==> src/rtl/sync_fifo.sv <==
// -----------------------------------------------------------------------------
// sync_fifo
// Parametrised single-clock FIFO used as the standard elastic buffer between
// streaming stages. Generic data width, power-of-two depth, occupancy count,
// programmable almost-full/almost-empty flags and push-through when full.
//
// Optional feature macro: FIFO_ERR_EN
//   defined   : sticky io_overflow / io_underflow flags, cleared by io_clr_err
//   undefined : io_overflow / io_underflow tied 0, io_clr_err ignored
//
// Ports
//   clk             in   1         clock, rising edge
//   reset           in   1         asynchronous, active-low reset
//   io_din          in   DATA_W    write data
//   io_push         in   1         write request
//   io_pop          in   1         read request (consumes io_dout)
//   io_dout         out  DATA_W    head-of-queue data, read straight from storage
//   io_empty        out  1         count == 0
//   io_full         out  1         count == DEPTH
//   io_almost_empty out  1         count <= AE_LEVEL
//   io_almost_full  out  1         count >= AF_LEVEL
//   io_count        out  ADDR_W+1  occupancy 0..DEPTH
//   io_overflow     out  1         sticky push-on-full flag
//   io_underflow    out  1         sticky pop-on-empty flag
//   io_clr_err      in   1         clears the sticky flags
// -----------------------------------------------------------------------------
module sync_fifo #(
   parameter  int DATA_W   = 8,
   parameter  int DEPTH    = 16,
   parameter  int AF_LEVEL = 14,
   parameter  int AE_LEVEL = 1,
   localparam int ADDR_W   = $clog2(DEPTH)
) (
   input  logic              clk,
   input  logic              reset,
   input  logic [DATA_W-1:0] io_din,
   input  logic              io_push,
   input  logic              io_pop,
   output logic [DATA_W-1:0] io_dout,
   output logic              io_empty,
   output logic              io_full,
   output logic              io_almost_empty,
   output logic              io_almost_full,
   output logic [ADDR_W:0]   io_count,
   output logic              io_overflow,
   output logic              io_underflow,
   input  logic              io_clr_err
);

   localparam logic [ADDR_W:0] PTR_ONE  = {{ADDR_W{1'b0}}, 1'b1};
   localparam logic [ADDR_W:0] AF_LVL   = (ADDR_W+1)'(AF_LEVEL);
   localparam logic [ADDR_W:0] AE_LVL   = (ADDR_W+1)'(AE_LEVEL);

   logic [DATA_W-1:0] mem_q [DEPTH];
   logic [ADDR_W:0]   wr_ptr_q, wr_ptr_d;
   logic [ADDR_W:0]   rd_ptr_q, rd_ptr_d;
   logic [ADDR_W:0]   count_q, count_d;
   logic              empty_s, full_s;
   logic              push_ok_s, pop_ok_s;

   // Extra wrap bit on each pointer distinguishes full from empty.
   assign empty_s   = (wr_ptr_q == rd_ptr_q);
   assign full_s    = (wr_ptr_q[ADDR_W-1:0] == rd_ptr_q[ADDR_W-1:0]) &&
                      (wr_ptr_q[ADDR_W] != rd_ptr_q[ADDR_W]);

   // A pop frees the slot the push needs, so push is accepted on full+pop.
   assign pop_ok_s  = io_pop & ~empty_s;
   assign push_ok_s = io_push & (~full_s | io_pop);

   // Next-state for pointers and occupancy.
   always_comb begin
      wr_ptr_d = wr_ptr_q;
      rd_ptr_d = rd_ptr_q;
      count_d  = count_q;
      if (push_ok_s) begin
         wr_ptr_d = wr_ptr_q + PTR_ONE;
      end else begin
         wr_ptr_d = wr_ptr_q;
      end
      if (pop_ok_s) begin
         rd_ptr_d = rd_ptr_q + PTR_ONE;
      end else begin
         rd_ptr_d = rd_ptr_q;
      end
      case ({push_ok_s, pop_ok_s})
         2'b10:   count_d = count_q + PTR_ONE;
         2'b01:   count_d = count_q - PTR_ONE;
         default: count_d = count_q;
      endcase
   end

   // Pointer and occupancy registers, discarded immediately on reset.
   always_ff @(posedge clk or negedge reset) begin
      if (!reset) begin
         wr_ptr_q <= {(ADDR_W+1){1'b0}};
         rd_ptr_q <= {(ADDR_W+1){1'b0}};
         count_q  <= {(ADDR_W+1){1'b0}};
      end else begin
         wr_ptr_q <= wr_ptr_d;
         rd_ptr_q <= rd_ptr_d;
         count_q  <= count_d;
      end
   end

   // Storage array; intentionally not reset.
   always_ff @(posedge clk) begin
      if (push_ok_s) begin
         mem_q[wr_ptr_q[ADDR_W-1:0]] <= io_din;
      end
   end

   // Head of queue is read straight from storage (zero-cycle read).
   assign io_dout         = mem_q[rd_ptr_q[ADDR_W-1:0]];
   assign io_empty        = empty_s;
   assign io_full         = full_s;
   assign io_count        = count_q;
   assign io_almost_empty = (count_q <= AE_LVL);
   assign io_almost_full  = (count_q >= AF_LVL);

`ifdef FIFO_ERR_EN
   logic overflow_q, overflow_d;
   logic underflow_q, underflow_d;

   // Sticky error next-state; a clear wins over a same-cycle set. A pop on
   // empty that coincides with a push is treated as a push, not an error.
   always_comb begin
      overflow_d  = overflow_q;
      underflow_d = underflow_q;
      if (io_clr_err) begin
         overflow_d  = 1'b0;
         underflow_d = 1'b0;
      end else begin
         if (io_push & full_s & ~io_pop) begin
            overflow_d = 1'b1;
         end else begin
            overflow_d = overflow_q;
         end
         if (io_pop & empty_s & ~io_push) begin
            underflow_d = 1'b1;
         end else begin
            underflow_d = underflow_q;
         end
      end
   end

   // Sticky error registers.
   always_ff @(posedge clk or negedge reset) begin
      if (!reset) begin
         overflow_q  <= 1'b0;
         underflow_q <= 1'b0;
      end else begin
         overflow_q  <= overflow_d;
         underflow_q <= underflow_d;
      end
   end

   assign io_overflow  = overflow_q;
   assign io_underflow = underflow_q;
`else
   logic unused_clr_err_s;

   assign unused_clr_err_s = io_clr_err;
   assign io_overflow      = 1'b0;
   assign io_underflow     = 1'b0;
`endif

endmodule

==> config.mk <==
export PLATFORM = sky130hd
export DESIGN_NAME = sync_fifo
export DESIGN_NICKNAME = d
export VERILOG_FILES = /design/src/rtl/sync_fifo.sv
export SDC_FILE = /design/constraint.sdc
export NUM_CORES = 1
export LEC_CHECK = 0
export BUFFER_PORTS_ARGS = -buffer_cell sky130_fd_sc_hd__buf_2
export CORE_ASPECT_RATIO = 1.4
export CORE_MARGIN = 2
export CORE_UTILIZATION = 55
export DETAILED_ROUTE_END_ITERATION = 10
export PLACE_DENSITY = 0.81
export SLEW_MARGIN = 20
export SYNTH_ARGS = -nofsm -noshare
export SYNTH_HDL_FRONTEND = slang
export SYNTH_SLANG_ARGS = --single-unit
==> constraint.sdc <==
create_clock -name clk -period 2.4 [get_ports clk]
set_input_delay 0.24 -clock clk [delete_from_list [all_inputs] [get_ports clk]]
set_output_delay 0.24 -clock clk [all_outputs]
set_load 0.03 [all_outputs]
==> qor.yml <==
vias: 3242
slew_viol_final: 0
clkLatencyLatePin_ns: 0.41
routabilityCongestion: 0.762
period_needed_ns: 2.40
top_layer: "met4"
first_pass_iters: 5
path_cells: "buf_12, mux4_2, a32oi_1, o21ai_1, buf_4"
status: "completed"
fin_ws_ns: 0.00391
tritoncts: "built"
viasPerCell: 6.13
drive_gt1_share_pct: 26.0
grt_max_degree: 44
max-slew-margin-rel_pct: 38.6
max_stage_delay_ns: 0.55
die_y_um: 127
crit_path_end_kind: "output port"
synth_seq_cells: 143
coreArea_mm2: 0.0107
rsz0062_at_grt: "true"
ios: 32
peakVddDrop_mv: 1.18
met1_length_um: 4720
postSynthAreaPerCell_um2: 18.2
drcViolationCount: 0
cts_max_level: 4
worst_pin_slew_ns: 0.919
path_clk_slew_ns: 0.05
worstSetupPathType: "reg2out"
overflow: 0
final_nets: 399
wl_met3_um: 713
maxCapViolations: 0
clockBufferDepth: 2
fmax_mhz: 417
die_area_mm2: 0.0117
wirelength_um: 12700
initialDrtViolationCount: 356
place_ws_ns: 0.0905
yosys_warnings: 0
multi_input_area_mm2: 0.00163
setup_violations: 0
hold_violations: 0
layout_commonest_cell: "edfxtp_1"
seq_area_mm2: 0.00422
routedWlPerCell_um: 24.1
synth_cell_types: 39
ys_seq_area_share_pct: 70.8
rows: 45
crit_slowest_cell: "mux4_2"
clock_skew_ns: 0.00695
io_buffers: 28
met2WireLength_um: 6900
grt_pass1_wl_um: 18900
ant_nets: 0
start_kind: "register"
whs_ns: 0.206
postSynthCellCount: 327
dp_hpwl_um: 7710
diodes: 0
finalCritPeriodShare_pct: 99.8
root_buffer: "clkbuf_16"
grt.total_usage_pct: 22.5
required_ns: 2.16
p_total_uw: 9270
numClockSinks: 143
cp_max_fo: 11
die_w_um: 92.0
mostFrequentLayoutCells: "edfxtp_1 (128), mux2i_1 (25), mux4_2 (24), buf_2 (20), buf_4 (20)"
cts_buffers: 17
grt_pass1_vias: 3336
min_path_type: "in2reg"
fillers: 746
syn2layout_area_growth_pct: 16.7
p_leak_uw: 0.00251
netlist_area_mm2: 0.00596
p_per_area_mw_per_mm2: 1330
worstPathArrival_ns: 2.16
grt_antenna_before_repair: 0
start_util_pct: 55.7
==> power breakdown <==
part / switching [uW] / internal, uW / leakage, uW / total [uW]
Sequential: 288 / 3080 / 0.00133 / 3370
Combinational: 1970 / 1530 / 0.000920 / 3500
Clock: 908 / 1500 / 0.000258 / 2410
Total: 3160 / 6110 / 0.00251 / 9270
==> layer usage <==
metal | track usage (%) | up-vias
met5 | 0 | -
met4 | 10.5 | 0
met3 | 6.54 | 24
met2 | 38.2 | 159
met1 | 26.5 | 1658
li1 | - | 1401
==> area by class of cell <==
cell class	count	area share (%)
flip-flops and latches	143	60.7
multi-input cells	160	23.4
clock buffers	21	6.33
repair buffers	46	5.25
well taps	141	2.54
clock inverters	10	1.38
inverters	8	0.432
==> worst max-delay path, delay by kind of cell (launching register included) <==
| family | cells | cell delay (ns) |
|---|---|---|
| buffers and inverters | 2 | 0.38 |
| multiplexers | 1 | 0.55 |
| flip-flops | 1 | 0.46 |
| AO/OA/AOI/OAI | 2 | 0.35 |
==> path summary, 6_finish.rpt <==
kind                            slack (ns)                     from  cells past startpoint                      end
min in group asynchronous             0.29                    reset                      2  io_count[4]$_DFFE_PN0P_
worst max-delay path                 0.004  rd_ptr_q[0]$_DFFE_PN0P_                      5               io_dout[7]
worst min register to register        0.52  io_count[4]$_DFFE_PN0P_                      1  io_count[4]$_DFFE_PN0P_
max in group asynchronous             1.82                    reset                      2  rd_ptr_q[0]$_DFFE_PN0P_
worst max register to register        0.10  rd_ptr_q[0]$_DFFE_PN0P_                      5    mem_q[7][2]$_DFFE_PP_
worst min-delay path                  0.21                io_din[0]                      1   mem_q[12][0]$_DFFE_PP_
==> cell families (layout without fill, tap and decap cells) <==
kind of cell | count (synthesis) | in the layout | share of synthesized area [%]
flip-flops | 143 | 143 | 70.8
multiplexers | 51 | 51 | 13.7
AND/OR/NAND/NOR | 44 | 44 | 4.30
AO/OA/AOI/OAI | 36 | 36 | 4.28
buffers and inverters | 25 | 85 | 2.27
XOR/XNOR | 17 | 17 | 2.50
adder cells (fa/ha/maj) | 10 | 10 | 2.10
other | 1 | 2 | 0.0629
==> registers in the layout (all words and copies together) (netlist names) <==
register and flops:
wr_ptr_q 5, mem_q 128, rd_ptr_q 5, io_count 5
==> metrics by stage <==
stage	instances	util, %	instance area (um2)	TNS, ns
after detailed placement	487	58.4	6240	0
after floorplan	328	-	5960	0
final	529	65.0	6960	0
after global routing	529	65.0	6960	-0.396
after CTS	522	64.4	6890	-0.157
after global placement	487	58.4	6240	0
==> what timing repair did <==
| action | in CTS | in global routing |
|---|---|---|
| gates cloned | 0 | 1 |
| endpoints found under the setup margin | 8 | 19 |
| hold buffers | 1 | 0 |
| resized for setup | 22 | 2 |
| setup buffers | 3 | 6 |
| pin swaps | 0 | 2 |
| hold endpoints to repair | 15 | 0 |
==> synth_stat cells (all sizes together) <==
master   count  area, um2
edfxtp     128       3840
mux2i       25        250
mux4        24        541
dfrtp       15        375
and3        14       87.6
buf         14       93.8
xnor2       12        105
ha          10        125
o21ai        9       45.0
a22oi        8       60.1
a32oi        8       70.1
inv          8       30.0
nor2         7       26.3
xor2         5       43.8
a21oi        4       20.0
nor2b        4       25.0
and2         3       18.8
clkbuf       3       11.3
nand2        3       11.3
nand3        3       15.0
o211ai       3       22.5
mux2         2       26.3
nand4        2       12.5
nand4b       2       17.5
a21boi       1       11.3
and4         1       8.76
conb         1       3.75
nand2b       1       6.26
nand3b       1       7.51
nor3         1       5.00
nor4         1       6.26
o2111ai      1       8.76
o21a         1       8.76
o311ai       1       8.76
or2          1       8.76
No activity file was read; power rests on OpenSTA's default activity.
